[src/rtl/cmd_pkg.sv]
// Command opcodes and decoder state encodings, shared by the receive-side decoder
// and the response/transmit side.
package cmd_pkg;

    localparam logic [7:0] CMD_REG_WR  = 8'hAA;
    localparam logic [7:0] CMD_REG_RD  = 8'hBB;
    localparam logic [7:0] CMD_ALU_OP  = 8'hCC;
    localparam logic [7:0] CMD_ALU_NOP = 8'hDD;

    typedef enum logic [2:0] {
        ST_IDLE    = 3'd0,
        ST_WR_ADDR = 3'd1,
        ST_WR_DATA = 3'd2,
        ST_RD_ADDR = 3'd3,
        ST_ALU_A   = 3'd4,
        ST_ALU_B   = 3'd5,
        ST_ALU_FUN = 3'd6
    } cmd_state_e;

endpackage

[src/rtl/frame_timeout_cnt.sv]
// Inter-byte idle counter: flags the cycle in which a stalled frame has used up its
// allowance of TIMEOUT_CYC idle cycles.
module frame_timeout_cnt #(
    parameter int TIMEOUT_CYC = 1024
) (
    input  logic clk,
    input  logic rst,
    input  logic clear,
    input  logic en,
    output logic expired
);

    localparam int               CNT_W = (TIMEOUT_CYC > 2) ? $clog2(TIMEOUT_CYC) : 1;
    localparam logic [CNT_W-1:0] LAST  = CNT_W'(TIMEOUT_CYC - 1);

    logic [CNT_W-1:0] cnt;

    // A clear in the same cycle suppresses expiry, so an arriving byte always wins.
    assign expired = en && !clear && (cnt == LAST);

    always_ff @(posedge clk or negedge rst) begin
        if (!rst) begin
            cnt <= '0;
        end else if (clear || expired) begin
            cnt <= '0;
        end else if (en) begin
            cnt <= cnt + 1'b1;
        end
    end

endmodule

[src/rtl/cmd_frame_decoder.sv]
// Assembles synchronized bytes into register/ALU command frames and issues
// one-cycle requests; aborts frames that stall longer than TIMEOUT_CYC cycles.
module cmd_frame_decoder
    import cmd_pkg::*;
#(
    parameter int DATA_WIDTH  = 8,
    parameter int ADDR_WIDTH  = 4,
    parameter int FUN_WIDTH   = 4,
    parameter int TIMEOUT_CYC = 1024
) (
    input  logic                  clk,
    input  logic                  rst,
    input  logic [DATA_WIDTH-1:0] rx_data,
    input  logic                  rx_valid,
    output logic                  reg_wr_en,
    output logic                  reg_rd_en,
    output logic [ADDR_WIDTH-1:0] reg_addr,
    output logic [DATA_WIDTH-1:0] reg_wr_data,
    output logic                  alu_en,
    output logic [DATA_WIDTH-1:0] alu_a,
    output logic [DATA_WIDTH-1:0] alu_b,
    output logic [FUN_WIDTH-1:0]  alu_fun,
    output logic                  busy,
    output logic                  frame_err
);

    cmd_state_e state;
    logic       tmo_expired;
    logic       in_idle;

    assign in_idle = (state == ST_IDLE);
    assign busy    = !in_idle;

    frame_timeout_cnt #(
        .TIMEOUT_CYC (TIMEOUT_CYC)
    ) u_timeout (
        .clk     (clk),
        .rst     (rst),
        .clear   (rx_valid || in_idle),
        .en      (!in_idle),
        .expired (tmo_expired)
    );

    always_ff @(posedge clk or negedge rst) begin
        if (!rst) begin
            state       <= ST_IDLE;
            reg_wr_en   <= 1'b0;
            reg_rd_en   <= 1'b0;
            reg_addr    <= '0;
            reg_wr_data <= '0;
            alu_en      <= 1'b0;
            alu_a       <= '0;
            alu_b       <= '0;
            alu_fun     <= '0;
            frame_err   <= 1'b0;
        end else begin
            reg_wr_en <= 1'b0;
            reg_rd_en <= 1'b0;
            alu_en    <= 1'b0;
            frame_err <= 1'b0;
            if (rx_valid) begin
                case (state)
                    ST_IDLE: begin
                        // Opcodes are only recognised here; mid-frame bytes are plain data.
                        case (rx_data)
                            DATA_WIDTH'(CMD_REG_WR):  state <= ST_WR_ADDR;
                            DATA_WIDTH'(CMD_REG_RD):  state <= ST_RD_ADDR;
                            DATA_WIDTH'(CMD_ALU_OP):  state <= ST_ALU_A;
                            DATA_WIDTH'(CMD_ALU_NOP): state <= ST_ALU_FUN;
                            default:                  frame_err <= 1'b1;
                        endcase
                    end
                    ST_WR_ADDR: begin
                        reg_addr <= rx_data[ADDR_WIDTH-1:0];
                        state    <= ST_WR_DATA;
                    end
                    ST_WR_DATA: begin
                        reg_wr_data <= rx_data;
                        reg_wr_en   <= 1'b1;
                        state       <= ST_IDLE;
                    end
                    ST_RD_ADDR: begin
                        reg_addr  <= rx_data[ADDR_WIDTH-1:0];
                        reg_rd_en <= 1'b1;
                        state     <= ST_IDLE;
                    end
                    ST_ALU_A: begin
                        alu_a <= rx_data;
                        state <= ST_ALU_B;
                    end
                    ST_ALU_B: begin
                        alu_b <= rx_data;
                        state <= ST_ALU_FUN;
                    end
                    ST_ALU_FUN: begin
                        alu_fun <= rx_data[FUN_WIDTH-1:0];
                        alu_en  <= 1'b1;
                        state   <= ST_IDLE;
                    end
                    default: state <= ST_IDLE;
                endcase
            end else if (tmo_expired) begin
                state     <= ST_IDLE;
                frame_err <= 1'b1;
            end
        end
    end

endmodule

[config.mk]
export PLATFORM = sky130hd
export DESIGN_NAME = cmd_frame_decoder
export DESIGN_NICKNAME = d
export VERILOG_FILES = /design/src/rtl/cmd_pkg.sv /design/src/rtl/frame_timeout_cnt.sv /design/src/rtl/cmd_frame_decoder.sv
export SDC_FILE = /design/constraint.sdc
export NUM_CORES = 1
export LEC_CHECK = 0
export ABC_AREA = 1
export ABC_CLOCK_PERIOD_IN_PS = 3050
export BUFFER_PORTS_ARGS = -buffer_cell sky130_fd_sc_hd__buf_4
export CAP_MARGIN = 10
export CORE_ASPECT_RATIO = 0.75
export CORE_MARGIN = 5
export CORE_UTILIZATION = 46
export DETAILED_ROUTE_END_ITERATION = 7
export GPL_TIMING_DRIVEN = 0
export PLACE_DENSITY = 0.69
export SLEW_MARGIN = 5
export SYNTH_ARGS = -nofsm -noshare
export SYNTH_HDL_FRONTEND = slang
export SYNTH_SLANG_ARGS = --single-unit
[constraint.sdc]
create_clock -name clk -period 3.05 [get_ports clk]
set_clock_uncertainty 0.1 [all_clocks]
set_input_delay 0.305 -clock clk [delete_from_list [all_inputs] [get_ports clk]]
set_output_delay 0.305 -clock clk [all_outputs]
set_load 0.02 [all_outputs]
Word level (Yosys, flattened, before mapping)
Cells that the tools add are included.

Bits in registers: 49. Latch bits: 0. Bits in writable memories: 0. Memory bits (read-only): 0. Bits of input ports: 11. Output and inout bits: 37. Logic and storage cells: 57. Memories: 0.

$add $sub $neg: 1. $mul: 0. Divide/modulo/power cells: 0. $lt $le $gt $ge: 0. Equal/unequal tests: 13. Shift-type cells: 0. Multiplexer cells: 16. Bitwise logic cells: 0. Reductions and logical operators: 16.

Operator list (number): $eq 8x8->1 const B (4); $pmux 3 s4 (2); $mux 10 (2); $reduce_and 2->1 (6); $add 10x1->10 const B (1); $eq 10x10->1 const B (1); $mux 1 (10); $eq 3x3->1 const B (3); $eq 3x2->1 const B (2); $mux 3 (2); $ne 6x2->1 const B (1); $reduce_or 4->1 (1); $eq 3x1->1 const B (1); $logic_not 3->1 (1); $logic_and 1x1->1 (2); $logic_not 1->1 (2); $logic_or 1x1->1 (2); $ne 2x1->1 const B (1); $reduce_bool 2->1 (1); $reduce_or 2->1 (1).

Longest topological paths before layout
Gate-level depths: netlist (run 1).

Depth after elaboration: 7. Gate-level depth with buffers: 9. Depth with buffers taken out: 9.

Hierarchy
From an unflattened synthesis (run 1), not the netlist that was laid out.

Cells, all modules: 254. Area total of the unflattened synthesis: 2260.9 µm².

Modules (own cells, without submodules): cmd_frame_decoder (instances 1, cells each 181, area each 1677.9 µm², seq. area each 975.9 µm²); frame_timeout_cnt (instances 1, cells each 73, area each 583.1 µm², seq. area each 250.2 µm²).

Worst setup path after synthesis (run 1)
No wires, ideal clock.

Path kind: register to register. Start point: register u_timeout.cnt[0]. End point: register state[0]. Library setup time: 0.117 ns. Arrival: 1.241 ns. Data required time: 2.833 ns. Setup slack: 1.591 ns. Cell stages (with the launch flop): 9. Path buffers: 0. Clock period less this slack: 1.459 ns. Path through: dfrtp_1 > ha_1 > nand2_1 > nor2_2 > nand3_1 > o21ai_1 > o21ai_1 > nand2_1 > nand2_1.

Cells in the longest elaborated chain, start to end: 4.

Ends and longest elaborated chain: from (decl) (line frame_timeout_cnt.sv:16) `logic [CNT_W-1:0] cnt;`; from (signal assigned) (line frame_timeout_cnt.sv:27) `cnt <= cnt + 1'b1;`; $eq 10x10->1 (line frame_timeout_cnt.sv:19) `assign expired = en && !clear && (cnt == LAST);`; $logic_and 1x1->1 (line frame_timeout_cnt.sv:19); $reduce_bool 2->1 (no source line); $reduce_and 2->1 (no source line); to (signal assigned) (line cmd_frame_decoder.sv:46) `state <= ST_IDLE;`; to (signal assigned) (line cmd_frame_decoder.sv:66) `DATA_WIDTH'(CMD_REG_WR): state <= ST_WR_ADDR;`; to (signal assigned) (line cmd_frame_decoder.sv:67) `DATA_WIDTH'(CMD_REG_RD): state <= ST_RD_ADDR;`; to (decl) (line cmd_frame_decoder.sv:27) `cmd_state_e state;`.

No other way between the ends. A chain may end at the register's enable or synchronous reset.

Worst setup path after layout (run 1)
Same ends and word-level chain as after synthesis.

==> results.md, run 1 <==
- Status: complete, no violations
- Die Width: 89.03 um
- Peak fanout along the critical path: 6
- Hold Crit Class: in2reg
- Top routing layer used: met4
- Most numerous cell in the Yosys netlist: nand2_1
- Average cell area after synthesis: 8.653 sq um
- Worst setup EP type: flop
- Clock transition at path regs: 0.09 ns
- Hold path start: rx_valid
- Main combinational cell family by area after synthesis: simple AND/OR/NAND/NOR gates
- DP Area: approximately 2600 sq um
- Startpoint types: flop
- Post-synthesis xor/xnor area fraction: 1.626%
- Seq/Total Area, Yosys: 56.91%
- GRT Residual Overflow: 0
- Met2 wire length: 2091 um
- WS Path Type: reg2reg
- Drt wl/cell: 13.24 um
- Max Cap Violations: 0
- Cell Area, Synth: roughly 2200 sq um
- DRC Markers: 0
- Clk buf depth: 2
- Power Density: 944.9 nW/um^2
- Avg Vias per Cell: 4.843
- Leak: between 1 and 1.5 nW
- RD Place Congestion: 0.8007
- Peak VDD IR: around 0.00052 V
- Vias: between 1500 and 2000
- Clk sinks: 49
- Starting Density: 47.95%
- Die Ht: 69.27 um
- Yosys top cell by area: dfrtp_1
- Fillers: 402
- Io pins: 48
- Final Cell Area: 2709 sq um
- Top cells by count, synth: 77 x nand2_1, 49 x dfrtp_1, 28 x nor2_1
- Maximum clock frequency: between 500 and 600 MHz
- EDFF count, synth: 0
- Count of hold-fix buffers inserted at cts: 1
- Post-Syn Nets: 261
- PortBufs: 47
- Post-CTS Setup Bufs: 0
- Syn-to-layout area delta: 25.73%
- Worst Setup SP: u_timeout.cnt[0]
- First-pass iteration count of the detailed router: 4
- Later-pin clock latency in the skew report: 0.30 ns
- Vias in the first global route: around 1700
- Simple-gate portion of the synthesized area: between 20% and 30%
- Crit share post-route: around 55%
- Post-synthesis cell count: 249
- Largest net degree at the start of global routing: 50
- Synth top area share: 56.91%
- Mux share of post-synthesis cell area: 0%
- H-Tree Depth: 2
- Endpoints failing hold: 0
- Total CTS buffers: 5
- Most used DFF post-synth: dfrtp_1
- Total number of yosys warnings: 0
- WL final: 4794 um
- Row count: 21
- Net count, final: 316
- Final min period: 1.670 ns
- FF+latch count, synth: 49
- 1st-iter DRT viols: 59
- Compound-gate portion of the synthesized area: 11.03%
- Setup TNS: 0 ns
- Top cells by area, synth: dfrtp_1 57%, nand2_1 13%, nor2_1 4.9%
- Detail Route Antenna Nets: 0
- Slew at the pin closest to its max-slew limit: a little over 0.6 ns
- Req. time, crit path: 3.15 ns
- Crit path arrival time: 1.77 ns
- Worst Hold Margin: between 0.15 and 0.2 ns
- Rel. slew slack: ~59%
- Wl on met1: 2389 um
- FFs w/ async S/R, synth: 100.0%
- Dpl hpwl: ~3500 um
- Die area: 6167 sq um
- Root Buffer: clkbuf_8
- Pins Over Slew Limit: 0
- Core box area: about 4500 sq um
- N_diodes: 0
- Initial antenna violation count: 0
- Post-CTS sizing: 0
- Setup violations, final: 0
- Yosys cell types: 23
- R2r startpoint: u_timeout.cnt[0]
- TritonCTS clock tree: built
- Met3 wire len: 261 um
- Tot GR Track Use: 17.07%
- Share of cells above drive strength 1: 26.89%
- R2R setup slack: 1.38 ns
- Adder-cell area share of the yosys netlist: 0.5807%
- Global-route wire length before repair: 8342 um
- RSZ-0062 raised after global routing: no
==> path summary, 6_finish.rpt <==
| kind | cells after the start | end |
|---|---|---|
| max reg2reg | 8 | state[0] |
| max in group asynchronous | 2 | state[0] |
| min reg2reg | 2 | alu_a[6] |
| max | 8 | state[0] |
| min in group asynchronous | 2 | reg_wr_data[2] |
| min | 4 | u_timeout.cnt[8] |
==> layer usage <==
layer | up-vias | global-route usage, %
li1 | 895 | -
met3 | 6 | 3.682
met4 | 0 | 5.124
met5 | - | 0
met2 | 43 | 23.97
met1 | 809 | 26.16
==> worst max-delay path: stages, from the launching register on <==
cell     delay (ns)
dfrtp_1        0.45
ha_1           0.19
nand2_1        0.10
nor2_2         0.14
nand3_1        0.14
o21ai_1        0.18
o21ai_1        0.14
nand2_1        0.09
nand2_1        0.05
==> power breakdown <==
| part | internal (W) | switching (W) | total [W] |
|---|---|---|---|
| Combinational | 0.000425 | 0.000634 | 0.00106 |
| Clock | 0.000267 | 0.000217 | 0.000483 |
| Sequential | 0.000872 | 0.000146 | 0.00102 |
| Total | 0.00156 | 0.000996 | 0.00256 |
==> stage by stage <==
stage | std cells | power [W] | utilization [%] | setup slack (ns)
floorplan | 249 | 0.001634 | - | 1.591
global placement | 353 | 0.002082 | 57.39 | 1.392
detailed placement | 353 | 0.002103 | 57.39 | 1.386
CTS | 362 | 0.002584 | 60.29 | 1.374
global route | 362 | 0.002747 | 60.29 | 1.090
finish | 362 | 0.002560 | 60.29 | 1.380
==> kinds of logic (layout without fill, tap and decap cells) <==
family                   count (synthesis)  after routing
adder cells (fa/ha/maj)                  1              1
buffers and inverters                   29             85
AND/OR/NAND/NOR                        124            124
AO/OA/AOI/OAI                           42             42
flip-flops                              49             49
XOR/XNOR                                 4              4
==> sequential cells by signal, indices dropped and copies added (netlist names) <==
name	count
u_timeout.cnt	10
alu_a	8
alu_b	8
reg_wr_data	8
alu_fun	4
reg_addr	4
state	3
alu_en	1
frame_err	1
reg_rd_en	1
reg_wr_en	1
==> cells in the final DEF, fill, tap and decap left out, types with 3 or more instances in the layout <==
master	count
nand2_1	77
a21oi_1	3
dfrtp_1	49
clkbuf_8	6
o21ai_0	12
buf_4	47
o21ai_1	19
xor2_1	3
nor2_1	28
nor3_1	3
o21ai_2	7
nand3_1	6
nand2_2	3
inv_1	19
inv_2	7
==> cell type report <==
class,instances,area (sq um),area share (%)
timing repair buffer,48,362.8,13.39
inverter,26,97.59,3.603
sequential,49,1226,45.27
tap,57,71.32,2.633
buffer,3,21.27,0.7852
clock buffer,6,82.58,3.048
multi-input combinational,171,809.5,29.88
clock inverter,2,37.54,1.386
(Power assumes the default switching activity.)
==> run 2: changes to the inputs <==
Settings changed: ABC_CLOCK_PERIOD_IN_PS 3050 to 1700.
Clock period 3.05 ns to 1.7 ns, I/O delays scaled along.
==> run 2 against run 1 <==
Against the previous run:
- sequential power grew 78%
- global-route usage is the same
- total power grew 81%
- register-to-register slack lost 1.2 ns
- largest cell class unchanged
==> results.md, run 2 (synthesized netlist as in run 1, its figures left out) <==
- Most common cell after layout, fill and taps aside: nand2_1
- Multi-input logic area: a little over 800 sq um
- Starting Density: 47.95%
- Maximum clock frequency: 649.8 MHz
- Pins Over Slew Limit: 0
- Worst setup EP type: flop
- Top reg by flops: u_timeout.cnt
- Status: complete, no violations
- Hold Crit Class: in2reg
- Net count, final: 317
- Slew at the pin closest to its max-slew limit: 0.6117 ns
- Die area: 6167 sq um
- N_diodes: 0
- 1st-iter DRT viols: 47
- Endpoints failing hold: 0
- Final min period: 1.539 ns
- Peak VDD IR: about 0.00093 V
- Root Buffer: clkbuf_8
- Share of cells above drive strength 1: approximately 29%
- Cell count along the critical path: 8
- Clock transition at path regs: 0.09 ns
- Final Cell Area: 2738 sq um
- WL final: 4915 um
- R2r startpoint: u_timeout.cnt[0]
- Die Ht: 69.27 um
- Syn-to-layout area delta: 27.06%
- Crit share post-route: 90.53%
- Clk sinks: 49
- Clk buf depth: 2
- Worst path cell trace: ha_1 > nand2_2 > nor2_4 > nand3_2 > o21ai_2 > o21ai_2 > nand2_1 > nand2_1
- Commonest non-fill, non-tap cells in the layout: 76 x nand2_1, 48 x dfrtp_1, 48 x buf_4, 28 x nor2_1, 19 x inv_1
- Worst Setup SP: u_timeout.cnt[0]
- Drt wl/cell: 13.54 um
- TritonCTS clock tree: built
- Delay-heaviest family, CP: simple AND/OR/NAND/NOR gates
- Die Width: 89.03 um
- Core box area: approximately 4500 sq um
- Crit path arrival time: 1.64 ns
- Req. time, crit path: 1.80 ns
- Crit path capture: state[0]
- GRT Residual Overflow: 0
- Total CTS buffers: 5
- DP Area: 2579 sq um
- CP bufs+invs: 0
- Initial antenna violation count: 0
- Max Cap Violations: 0
- RD Place Congestion: 0.8007
- Dpl hpwl: 3543 um
- R2R setup slack: 0.16 ns
- H-Tree Depth: 2
- Startpoint types: flop
- PortBufs: 47
- Peak fanout along the critical path: 4
- Io pins: 48
- Setup violations, final: 0
- Power Density: 1688 nW/um^2
- Tot GR Track Use: between 15 and 20%
- Rel. slew slack: 59.22%
- Detail Route Antenna Nets: 0
- Hold Path Stages: 4
- Row count: 21
- First-pass iteration count of the detailed router: 4
- Avg Vias per Cell: 4.937
- R2R depth: 8
- FF-to-FF End: state[0]
- Vias in the first global route: approximately 1700
- Largest net degree at the start of global routing: 50
- DRC Markers: 0
- Register Area: 1227 sq um
- Pwr Total: between 0.004 and 0.005 W
- Vias: 1792
- Fillers: 400
- Crit-path max cell delay: 0.40 ns
- Leak: between 1 and 1.5 nW
- Global-route wire length before repair: ~8300 um
- Slowest CP cell: dfrtp_2
- WS Path Type: reg2reg
- Largest register FFs: 10
- Later-pin clock latency in the skew report: approximately 0.30 ns
-- run 2: cell types whose count changed in the layout (fill, tap and decap cells not counted), sizes merged --
| cell | delta |
|---|---|
| buf | +1 |
-- run 2: tightest hold or removal path, stage by stage --
cell and delay [ns]:
buf_4 0.11, nor2_4 0.04, o21ai_0 0.06, a21oi_1 0.04
-- run 2: per-layer routing --
metal  vias to the layer above  wire length (um)  share of wire (%)  global-route usage, %
li1                        898                 -                  -                      -
met1                       836              2386                 49                  26.16
met2                        54              2179                 44                  23.97
met3                         4               309                6.3                  3.682
met4                         0                39               0.79                  5.124
met5                         -                 0                  0                      0
-- run 2: layout make-up --
| type | count | share of cell area (%) |
|---|---|---|
| flip-flops and latches | 49 | 44.84 |
| multi-input cells | 171 | 30.30 |
| repair buffers | 49 | 13.53 |
| inverters | 26 | 3.565 |
| clock buffers | 6 | 3.016 |
| well taps | 57 | 2.605 |
| clock inverters | 2 | 1.371 |
| plain buffers | 3 | 0.7770 |
-- run 2: power breakdown --
part,internal [W],switching (W)
logic,0.000777,0.00116
clock network,0.000478,0.000389
registers,0.00157,0.000255
-- run 2: per-stage QoR --
stage	util [%]	setup TNS [ns]	setup slack [ns]	hold WS (ns)	std cells
CTS	60.29	0	0.02428	0.05013	362
global placement	57.39	0	0.04203	0.1273	353
global route	60.93	-0.0007692	-0.0007692	0.06522	363
finish	60.93	0	0.1610	0.05791	363
floorplan	-	0	0.2413	-0.2256	249
detailed placement	57.39	0	0.03578	0.1245	353
-- run 2: how the worst min path moves through the flow --
stage / endpoint / from / slack [ns]
detailed placement: alu_a[6] / rst / 0.12
floorplan: alu_a[0] / rst / -0.23
CTS: u_timeout.cnt[8] / rx_valid / 0.05
finish: u_timeout.cnt[8] / rx_valid / 0.06
global route: u_timeout.cnt[8] / rx_valid / 0.07
global placement: alu_a[6] / rst / 0.13
-- run 2: repair_timing --
action	4_1_cts	5_1_grt
gates resized for setup	0	6
hold buffers	1	0
buffers inserted	0	1
endpoints found under the setup margin	0	12
hold endpoints to repair	49	0
